### src/rtl/dmx_pkg.sv
// Shared types, constants and helpers for the DMX512 transmit engine.
package dmx_pkg;

    // Line-level phases of a DMX frame.
    typedef enum logic [2:0] {
        IDLE,
        BREAK,
        MAB,
        START,
        DATA,
        STOP,
        MBS,
        FRAME_END
    } dmx_state_t;

    localparam int DEF_CLK_FREQ    = 12000000;
    localparam int DEF_BAUD_RATE   = 250000;
    localparam int DEF_MAX_SLOTS   = 513;
    localparam int DEF_MIN_BREAK_US = 92;
    localparam int DEF_MIN_MAB_US  = 12;

    // Width of the down-counter shared by every timed phase.
    localparam int TMR_W = 24;

    // Clock cycles per DMX bit.
    function automatic int dmx_bit_ticks(input int clk_freq, input int baud_rate);
        return clk_freq / baud_rate;
    endfunction

    // Clock cycles per microsecond.
    function automatic int dmx_tpu(input int clk_freq);
        return clk_freq / 1000000;
    endfunction

    // Slot index width; never narrower than one bit.
    function automatic int dmx_addr_w(input int max_slots);
        return (max_slots <= 2) ? 1 : $clog2(max_slots);
    endfunction

    // Raise a programmed duration to its legal minimum.
    function automatic int dmx_clamp_min(input int value, input int lo);
        return (value < lo) ? lo : value;
    endfunction

    // A frame always carries the start code and never exceeds the buffer.
    function automatic int dmx_clamp_slots(input int n, input int max_slots);
        if (n == 0)
            return 1;
        else if (n > max_slots)
            return max_slots;
        else
            return n;
    endfunction

endpackage

### src/rtl/dmx_tick_timer.sv
// Loadable down-counter; done is high once the count has reached zero.
// A phase loaded with length-1 therefore lasts exactly length cycles.
module dmx_tick_timer
    import dmx_pkg::*;
#(
    parameter int W = TMR_W
) (
    input  logic         clk,
    input  logic         rst_n,
    input  logic         load,
    input  logic [W-1:0] load_val,
    output logic [W-1:0] count,
    output logic         done
);

    // Reload on request, otherwise count down and rest at zero.
    always_ff @(posedge clk or negedge rst_n) begin
        if (!rst_n)
            count <= '0;
        else if (load)
            count <= load_val;
        else if (count != '0)
            count <= count - W'(1);
    end

    assign done = (count == '0);

endmodule

### src/rtl/dmx_tx_engine.sv
// DMX512 transmitter: break / MAB / slots framing, slot RAM fetch,
// programmable timing, single-shot and continuous refresh.
module dmx_tx_engine
    import dmx_pkg::*;
#(
    parameter int  CLK_FREQ     = DEF_CLK_FREQ,
    parameter int  BAUD_RATE    = DEF_BAUD_RATE,
    parameter int  MAX_SLOTS    = DEF_MAX_SLOTS,
    parameter int  MIN_BREAK_US = DEF_MIN_BREAK_US,
    parameter int  MIN_MAB_US   = DEF_MIN_MAB_US,
    localparam int ADDR_W       = dmx_addr_w(MAX_SLOTS)
) (
    input  logic              clk,
    input  logic              rst_n,
    input  logic              tx_en,
    input  logic              one_shot,
    input  logic              trigger,
    input  logic [9:0]        n_slots,
    input  logic [9:0]        break_us,
    input  logic [7:0]        mab_us,
    input  logic [3:0]        mbs_bits,
    input  logic [23:0]       period_cyc,
    output logic              rd_en,
    output logic [ADDR_W-1:0] rd_addr,
    input  logic [7:0]        rd_data,
    output logic              tx,
    output logic              de,
    output logic              busy,
    output logic              frame_done,
    output logic [ADDR_W-1:0] slot_idx
);

    localparam int BIT_TICKS = dmx_bit_ticks(CLK_FREQ, BAUD_RATE);
    localparam int TPU       = dmx_tpu(CLK_FREQ);
    // One extra bit so "one past the last slot" is representable.
    localparam int SLOT_W    = ADDR_W + 1;

    localparam logic [TMR_W-1:0] BIT_LEN  = TMR_W'(BIT_TICKS);
    localparam logic [TMR_W-1:0] STOP_LEN = TMR_W'(2 * BIT_TICKS);

    dmx_state_t        state;
    logic [7:0]        shreg;
    logic [2:0]        bit_cnt;
    logic [SLOT_W-1:0] next_slot;
    logic [SLOT_W-1:0] n_lat;
    logic [TMR_W-1:0]  mab_len;
    logic [TMR_W-1:0]  mbs_len;
    logic              rd_pend;
    logic [23:0]       pcnt;

    logic              tmr_load;
    logic [TMR_W-1:0]  tmr_len;
    logic [TMR_W-1:0]  tmr_cnt;
    logic              tmr_done;

    logic [TMR_W-1:0]  brk_len_in;
    logic [TMR_W-1:0]  mab_len_in;
    logic [TMR_W-1:0]  mbs_len_in;
    logic              period_expired;
    logic              start_frame;
    logic              more_slots;

    assign brk_len_in = TMR_W'(dmx_clamp_min(32'(break_us), MIN_BREAK_US) * TPU);
    assign mab_len_in = TMR_W'(dmx_clamp_min(32'(mab_us), MIN_MAB_US) * TPU);
    assign mbs_len_in = TMR_W'(32'(mbs_bits) * BIT_TICKS);

    // The frame starting now will be period_cyc cycles after the previous one.
    assign period_expired = ({1'b0, pcnt} + 25'd1) >= {1'b0, period_cyc};
    assign start_frame    = (state == IDLE) && tx_en &&
                            (one_shot ? trigger : period_expired);
    assign more_slots     = (next_slot < n_lat);

    // Length of the phase being entered; the timer is loaded with length-1.
    always_comb begin
        tmr_len = BIT_LEN;
        case (state)
            IDLE:    tmr_len = brk_len_in;
            BREAK:   tmr_len = mab_len;
            DATA:    if (bit_cnt == 3'd7) tmr_len = STOP_LEN;
            STOP:    if (more_slots && (mbs_len != '0)) tmr_len = mbs_len;
            default: tmr_len = BIT_LEN;
        endcase
    end

    // Reload the timer on every phase change; FRAME_END and IDLE are untimed.
    always_comb begin
        tmr_load = 1'b0;
        if (start_frame)
            tmr_load = 1'b1;
        else if ((state != IDLE) && (state != FRAME_END) && tmr_done)
            tmr_load = 1'b1;
    end

    dmx_tick_timer #(
        .W (TMR_W)
    ) u_timer (
        .clk      (clk),
        .rst_n    (rst_n),
        .load     (tmr_load),
        .load_val (tmr_len - TMR_W'(1)),
        .count    (tmr_cnt),
        .done     (tmr_done)
    );

    // Refresh period counter: free-runs while enabled, saturates, restarts per frame.
    always_ff @(posedge clk or negedge rst_n) begin
        if (!rst_n)
            pcnt <= '0;
        else if (start_frame)
            pcnt <= '0;
        else if (tx_en && (pcnt < period_cyc))
            pcnt <= pcnt + 24'd1;
    end

    // Frame sequencer with registered line, enable, RAM and status outputs.
    always_ff @(posedge clk or negedge rst_n) begin
        if (!rst_n) begin
            state      <= IDLE;
            tx         <= 1'b1;
            de         <= 1'b0;
            busy       <= 1'b0;
            frame_done <= 1'b0;
            rd_en      <= 1'b0;
            rd_addr    <= '0;
            slot_idx   <= '0;
            rd_pend    <= 1'b0;
            shreg      <= '0;
            bit_cnt    <= '0;
            next_slot  <= '0;
            n_lat      <= '0;
            mab_len    <= '0;
            mbs_len    <= '0;
        end else begin
            rd_en      <= 1'b0;
            frame_done <= 1'b0;
            rd_pend    <= rd_en;

            case (state)
                IDLE: begin
                    tx <= 1'b1;
                    if (start_frame) begin
                        state     <= BREAK;
                        tx        <= 1'b0;
                        de        <= 1'b1;
                        busy      <= 1'b1;
                        n_lat     <= SLOT_W'(dmx_clamp_slots(32'(n_slots), MAX_SLOTS));
                        mab_len   <= mab_len_in;
                        mbs_len   <= mbs_len_in;
                        next_slot <= '0;
                    end else begin
                        de <= tx_en & ~one_shot;
                    end
                end

                BREAK: begin
                    if (tmr_done) begin
                        state <= MAB;
                        tx    <= 1'b1;
                    end
                end

                MAB: begin
                    // Fetch the start code so it is in the shifter when MAB ends.
                    if (tmr_cnt == TMR_W'(2)) begin
                        rd_en   <= 1'b1;
                        rd_addr <= '0;
                    end
                    if (tmr_done) begin
                        state     <= START;
                        tx        <= 1'b0;
                        slot_idx  <= '0;
                        next_slot <= SLOT_W'(1);
                    end
                end

                START: begin
                    if (tmr_done) begin
                        state   <= DATA;
                        tx      <= shreg[0];
                        shreg   <= {1'b0, shreg[7:1]};
                        bit_cnt <= '0;
                    end
                end

                DATA: begin
                    if (tmr_done) begin
                        if (bit_cnt == 3'd7) begin
                            state <= STOP;
                            tx    <= 1'b1;
                            if (more_slots) begin
                                rd_en   <= 1'b1;
                                rd_addr <= next_slot[ADDR_W-1:0];
                            end
                        end else begin
                            tx      <= shreg[0];
                            shreg   <= {1'b0, shreg[7:1]};
                            bit_cnt <= bit_cnt + 3'd1;
                        end
                    end
                end

                STOP: begin
                    if (tmr_done) begin
                        if (!more_slots) begin
                            state      <= FRAME_END;
                            frame_done <= 1'b1;
                            busy       <= 1'b0;
                        end else if (mbs_len != '0) begin
                            state <= MBS;
                            tx    <= 1'b1;
                        end else begin
                            state     <= START;
                            tx        <= 1'b0;
                            slot_idx  <= next_slot[ADDR_W-1:0];
                            next_slot <= next_slot + SLOT_W'(1);
                        end
                    end
                end

                MBS: begin
                    if (tmr_done) begin
                        state     <= START;
                        tx        <= 1'b0;
                        slot_idx  <= next_slot[ADDR_W-1:0];
                        next_slot <= next_slot + SLOT_W'(1);
                    end
                end

                FRAME_END: begin
                    state <= IDLE;
                    tx    <= 1'b1;
                    de    <= tx_en & ~one_shot;
                end

                default: begin
                    state <= IDLE;
                    tx    <= 1'b1;
                end
            endcase

            // Read data arrives one cycle after the strobe; the shifter is idle then.
            if (rd_pend)
                shreg <= rd_data;
        end
    end

endmodule

### config.mk
export PLATFORM = sky130hd
export DESIGN_NAME = dmx_tx_engine
export DESIGN_NICKNAME = d
export VERILOG_FILES = /design/src/rtl/dmx_pkg.sv /design/src/rtl/dmx_tick_timer.sv /design/src/rtl/dmx_tx_engine.sv
export SDC_FILE = /design/constraint.sdc
export NUM_CORES = 1
export LEC_CHECK = 0
export BUFFER_PORTS_ARGS = -buffer_cell sky130_fd_sc_hd__buf_2
export CAP_MARGIN = 20
export CORE_ASPECT_RATIO = 0.75
export CORE_MARGIN = 5
export CORE_UTILIZATION = 40
export DETAILED_ROUTE_END_ITERATION = 8
export SKIP_CTS_REPAIR_TIMING = 1
export SLEW_MARGIN = 20
export SYNTH_ARGS = -nofsm -noshare
export SYNTH_HDL_FRONTEND = slang
export SYNTH_SLANG_ARGS = --single-unit
### constraint.sdc
create_clock -name clk -period 7.5 [get_ports clk]
set_input_delay 0.375 -clock clk [delete_from_list [all_inputs] [get_ports clk]]
set_output_delay 0.375 -clock clk [all_outputs]
set_load 0.02 [all_outputs]
Word-level counts from Yosys, hierarchy flattened
Cells that the tools add are included.
{"block": "word_totals", "inputBits": 69, "ff_bits": 138, "out_inout_bits": 25}
{"block": "classes", "n_reduce_logical": 31, "add_sub_neg": 6, "order_cmp": 6, "bitwise_logic": 2, "n_mux": 75, "n_eq_ne": 28, "multipliers": 3}
{"op": "$mux W10", "n": 13}
{"op": "$mux W24", "n": 4}
{"op": "$pmux W24 S4", "n": 1}
{"op": "$mux W11", "n": 6}
{"op": "$reduce_bool A24 Y1", "n": 2}
{"op": "$sub A24 B1 Y24 const B", "n": 2}
{"op": "$pmux W11 S4", "n": 1}
{"op": "$mux W8", "n": 5}
{"op": "$mux W3", "n": 12}
{"op": "$pmux W10 S3", "n": 1}
{"op": "$ne A2 B2 Y1 const B", "n": 14}
{"op": "$add A24 B1 Y25 const B", "n": 1}
{"op": "$ge A25 B24 Y1", "n": 1}
{"op": "$add A24 B1 Y24 const B", "n": 1}
{"op": "$eq A24 B2 Y1 const B", "n": 1}
{"op": "$logic_not A24 Y1", "n": 1}
{"op": "$lt A24 B24 Y1", "n": 1}
{"op": "$mux W1", "n": 23}
{"op": "$pmux W3 S7", "n": 1}
{"op": "$pmux W10 S2", "n": 1}
{"op": "$pmux W8 S2", "n": 1}
{"op": "$eq A3 B3 Y1 const B", "n": 5}
{"op": "$reduce_and A7 Y1", "n": 2}
{"op": "$mul A10 B2 Y12 const B", "n": 1}
{"op": "other kinds (29)", "n": 50}

Longest topological paths before layout
{"block": "depth", "word_depth": 6, "depth_mapped": 27, "mapped_depth_nobuf": 23}

Hierarchy
Synthesis repeated with hierarchy kept, for this count alone.
{"block": "hier_totals", "hier_cells": 1110, "area_unflattened_um2": 9486.6}
{"module": "dmx_tx_engine", "cells_per_inst": 946, "area_per_inst_um2": 7980.2, "seq_area_each_um2": 2528.7, "instances": 1}
{"module": "dmx_tick_timer", "cells_per_inst": 164, "area_per_inst_um2": 1506.4, "seq_area_each_um2": 600.6, "instances": 1}

Worst setup path before layout
OpenSTA, ideal clock, no wires.
{"block": "synth_path", "path_type": "register to register", "from": "register pcnt[2]", "to": "register u_timer.count[16]", "synth_period_minus_slack_ns": 5.498, "arrival_time_ns": 5.370, "setup_slack_ns": 2.002, "required_time_ns": 7.372, "setup_time_ns": 0.128, "path_stages_with_launch": 26, "n_path_buf": 3, "cell_sequence": "dfrtp_1 > nand3_1 > nor3_1 > nand3_1 > nor2_1 > nand3_1 > nor2_1 > and3_1 > nand3_1 > xnor2_1 > ha_1 > a211oi_1 > o31a_1 > nand4_1 > a21oi_2 > clkbuf_1 > clkbuf_1 > clkbuf_1 > nand2_1 > ha_1 > o211ai_1 > nor4_4 > a32oi_2 > nor2_1 > nor2_1 > nor3_1"}
{"block": "synth_between", "elab_chain_len": 6}
{"item": "start: declaration", "line": "dmx_tx_engine.sv:49", "source": "logic [23:0] pcnt;"}
{"item": "start signal: assignment", "line": "dmx_tx_engine.sv:112", "source": "pcnt <= pcnt + 24'd1;"}
{"item": "$add A24 B1 Y25 (*)", "line": "dmx_tx_engine.sv:68", "source": "assign period_expired = ({1'b0, pcnt} + 25'd1) >= {1'b0, period_cyc};"}
{"item": "$ge A25 B24 Y1 (*)", "line": "dmx_tx_engine.sv:68"}
{"item": "$mux W1 (*)", "line": "dmx_tx_engine.sv:70", "source": "(one_shot ? trigger : period_expired);"}
{"item": "$logic_and A1 B1 Y1 (*)", "line": "dmx_tx_engine.sv:69", "source": "assign start_frame = (state == IDLE) && tx_en &&"}
{"item": "$mux W1 (*)", "line": "dmx_tx_engine.sv:88", "source": "if (start_frame)"}
{"item": "$mux W24 / $reduce_bool A2 Y1 (equally long branches)"}
{"item": "end signal: assignment", "line": "dmx_tick_timer.sv:21", "source": "count <= load_val;"}
{"item": "end signal: assignment", "line": "dmx_tick_timer.sv:23", "source": "count <= count - W'(1);"}
{"item": "end: declaration", "line": "dmx_tick_timer.sv:12", "source": "output logic [W-1:0] count,"}
Mark *: on every way between the ends. The rest lies on a longest branch, timed or not.
A chain may end at the register's enable or synchronous reset.

Final worst setup path
{"block": "layout_path", "from": "register pcnt[2]", "to": "register u_timer.count[14]"}
The elaborated chain is that of the path after synthesis.

==> results.md <==
* Fin crit period at 6210 ps
* EDFF count, synth at 0
* Clk Latency, worst-skew pair at 430 ps
* Pre-CTS setup slack at 1370 ps
* Post-route setup slack at ~1300 ps
* Detail Placement HPWL at roughly 18000 um
* Die ar. at about 26000 um2
* Number of stages on the worst setup path at 22
* CP max-delay cell: or4b_1
* CTS tree: yes
* Synth area leaders: dfrtp_1 34%, ha_1 13%, o21ai_0 5.4%
* Area growth from synthesis to layout at 13.9%
* Die H at between 100 and 150 um
* Status: finished, violations left
* Final TNS setup at 0 ps
* Largest net degree at the start of global routing at 69
* Total power draw at 2.27 mW
* CP cell instances: nand3_1 -> nor3_1 -> nand3_1 -> nor2_1 -> nand3_1 -> nor2_1 -> and3_1 -> nand3_1 -> xnor2_1 -> ha_1 -> nand4_1 -> nor4_1 -> o211ai_1 -> nand4_1 -> nand2_1 -> nand2_1 -> ha_1 -> o211ai_1 -> nor4_4 -> a32oi_2 -> or4b_1 -> a21oi_1
* Top cell type's share of synthesized area at approximately 34%
* Ratio of cells with drive above 1 in the final layout at about 14%
* Vias post-DR at approximately 7.9k
* Core footprint at about 22000 um2
* Routed WL at around 24000 um
* Antenna Nets Post-Route at 0
* DRC viols at 0
* Vias per inst at approximately 5.5
* RSZ-0062 raised after global routing: no
* Worst reg2reg setup slack at roughly 1300 ps
* Most frequent cell after synthesis: dfrtp_1
* Vias in the first global route at between 7k and 8k
* Family with the most delay on the worst path: simple AND/OR/NAND/NOR gates
* Pwr/cell area at between 200 and 250 nW/um2
* Ys flop type: dfrtp_1
* Worst Path Required at 7850 ps
* Final count of negative-setup-slack endpoints at 0
* Max FO, Critical Path at 16
* Tcrit/Tclk final at between 80 and 90%
* Critical path class: reg -> reg
* I/O pins at 94
* Worst r2r path cells at 22
* Worst VDD drop at approximately 0.12 mV
* CP bufs+invs at 0
* Max-slew violations at 0
* Most frequent cell on the critical path: nand3_1
* Hold Fails Final Rpt at 5
* Clock Skew at roughly 14 ps
* TritonCTS Buffers at 17
* Core Util, Final at between 40% and 50%
* Syn Inst Count at 1056
* Starting Density at between 40% and 50%
* Crit path DAT at 6550 ps
* Clock sinks at ~130
* Root Driver: clkbuf_16
* Hold/Removal Path Class: in -> async
* Global Route Usage Sum at 18.4%
* Initial antenna violation count at 0
* Number of distinct library cells after synthesis at 77
* Worst Tran Pin Value at approximately 900 ps
* FF+latch count, synth at 125
* Syn Nets at approximately 1.2k
* First-pass GRT wire length at just under 40000 um
* Asr flop ratio synth at 100%
* Max_cap viols at 0
* Failing checks: negative hold slack
* Clock Path Buffers at 2
* Area leader, netlist: dfrtp_1
* Syn. warnings at 0
* Slew headroom at between 30% and 40%
* Net count reported at finish at roughly 1.3k
* Overflow after GRT at 0
* Synthesized area at about 9000 um2
* Initial DRC count at approximately 500
* Crit-path max cell delay at between 500 and 600 ps
* Clock-pin transition on the worst setup and hold timing paths at roughly 70 ps
* Synth top cells by count: 124 x dfrtp_1, 104 x nand2_1, 98 x o21ai_0, 94 x ha_1, 79 x nor2_1
* Post-Syn Area per Cell at 8.65 um2
* Row count at 47
* CTS H-tree lvls at 4
* GPL Wtd Cong at a little under 0.9
* Register area share after synthesis at approximately a third
* I/O Buffers at 93
* WHS at -4.79 ps
* Antenna cells at 0
* Crit path capture type: flip-flop
* Die outline width at around 180 um
* LEAKAGE at 4.97 nW
* Fmax at around 160 MHz
* First-pass DRT Iterations at 5
* CP Launch Type: flip-flop
* Routed len/inst at roughly 16 um
-- kinds of logic (layout without fill, tap and decap cells) --
logic type | count (synthesis) | in the layout | share of synthesized area, %
flip-flops | 125 | 125 | 34.3
AO/OA/AOI/OAI | 277 | 277 | 19.2
XOR/XNOR | 56 | 56 | 5.37
AND/OR/NAND/NOR | 372 | 372 | 20.6
adder cells (fa/ha/maj) | 97 | 97 | 13.5
buffers and inverters | 109 | 194 | 4.72
multiplexers | 20 | 20 | 2.30
-- sequential cells by signal, summed over array words and instances (netlist names) --
| register | cells |
|---|---|
| state | 3 |
| de | 1 |
| rd_en | 1 |
| frame_done | 1 |
| n_lat | 10 |
| mab_len | 10 |
| shreg | 8 |
| bit_cnt | 3 |
| rd_pend | 1 |
| mbs_len | 6 |
| busy | 1 |
| pcnt | 24 |
| rd_addr | 10 |
| next_slot | 11 |
| slot_idx | 10 |
| tx | 1 |
| u_timer.count | 24 |
-- worst register-to-register path: stages, from the launching register on --
cell	delay, ps
dfrtp_1	430
nand3_1	250
nor3_1	350
nand3_1	210
nor2_1	310
nand3_1	250
nor2_1	270
and3_1	250
nand3_1	140
xnor2_1	170
ha_1	320
nand4_1	130
nor4_1	420
o211ai_1	170
nand4_1	230
nand2_1	430
nand2_1	210
ha_1	300
o211ai_1	220
nor4_4	190
a32oi_2	220
or4b_1	510
a21oi_1	140
-- final cells by class --
cell class                 count  area [um2]
multi-input combinational    822        5590
clock buffer                  17         425
timing repair buffer          99         513
fill                        2146       11900
inverter                      63         236
tap                          294         368
sequential                   125        3130
clock inverter                15         150
-- layout by cell type (no fill, tap or decap), drive strengths merged, types with 21 or more instances in the layout --
master,n
a21oi,63
buf,99
dfrtp,124
ha,94
inv,71
nand2,104
nand3,32
nand4,21
nor2,80
o21ai,100
or3,28
xnor2,33
xor2,23
-- final timing paths --
check,end,start
worst max register to register,u_timer.count[14]$_DFFE_PN0P_,pcnt[2]$_DFFE_PN0P_
worst min-delay path,next_slot[3]$_DFFE_PN0P_,rst_n
max in group asynchronous,pcnt[5]$_DFFE_PN0P_,rst_n
min in group clk,shreg[4]$_DFFE_PN0P_,rd_data[4]
worst max-delay path,u_timer.count[14]$_DFFE_PN0P_,pcnt[2]$_DFFE_PN0P_
worst min register to register,rd_pend$_DFF_PN0_,rd_en$_DFF_PN0_
-- power breakdown --
| part | leakage, nW | internal, mW | switching [mW] | total, mW |
|---|---|---|---|---|
| sequential | 1.59 | 0.768 | 0.0959 | 0.864 |
| combinational | 3.10 | 0.266 | 0.342 | 0.608 |
| clock | 0.278 | 0.441 | 0.362 | 0.803 |
-- layer usage --
layer  global-route usage [%]  wire length, um  up-vias
met5                        0                0        -
met4                     4.20              308        0
met2                     25.4             9550      195
met1                     29.4            12600     3778
li1                         -                -     3948
met3                     3.24             1230       21
-- through the flow --
step	area, um2	std cells
4_1_cts	10400	1435
6_report	10400	1435
3_3_place_gp	9820	1403
3_5_place_dp	9830	1403
5_1_grt	10400	1435
2_1_floorplan	9140	1056
Note: power is estimated with default switching activity, not from simulation.
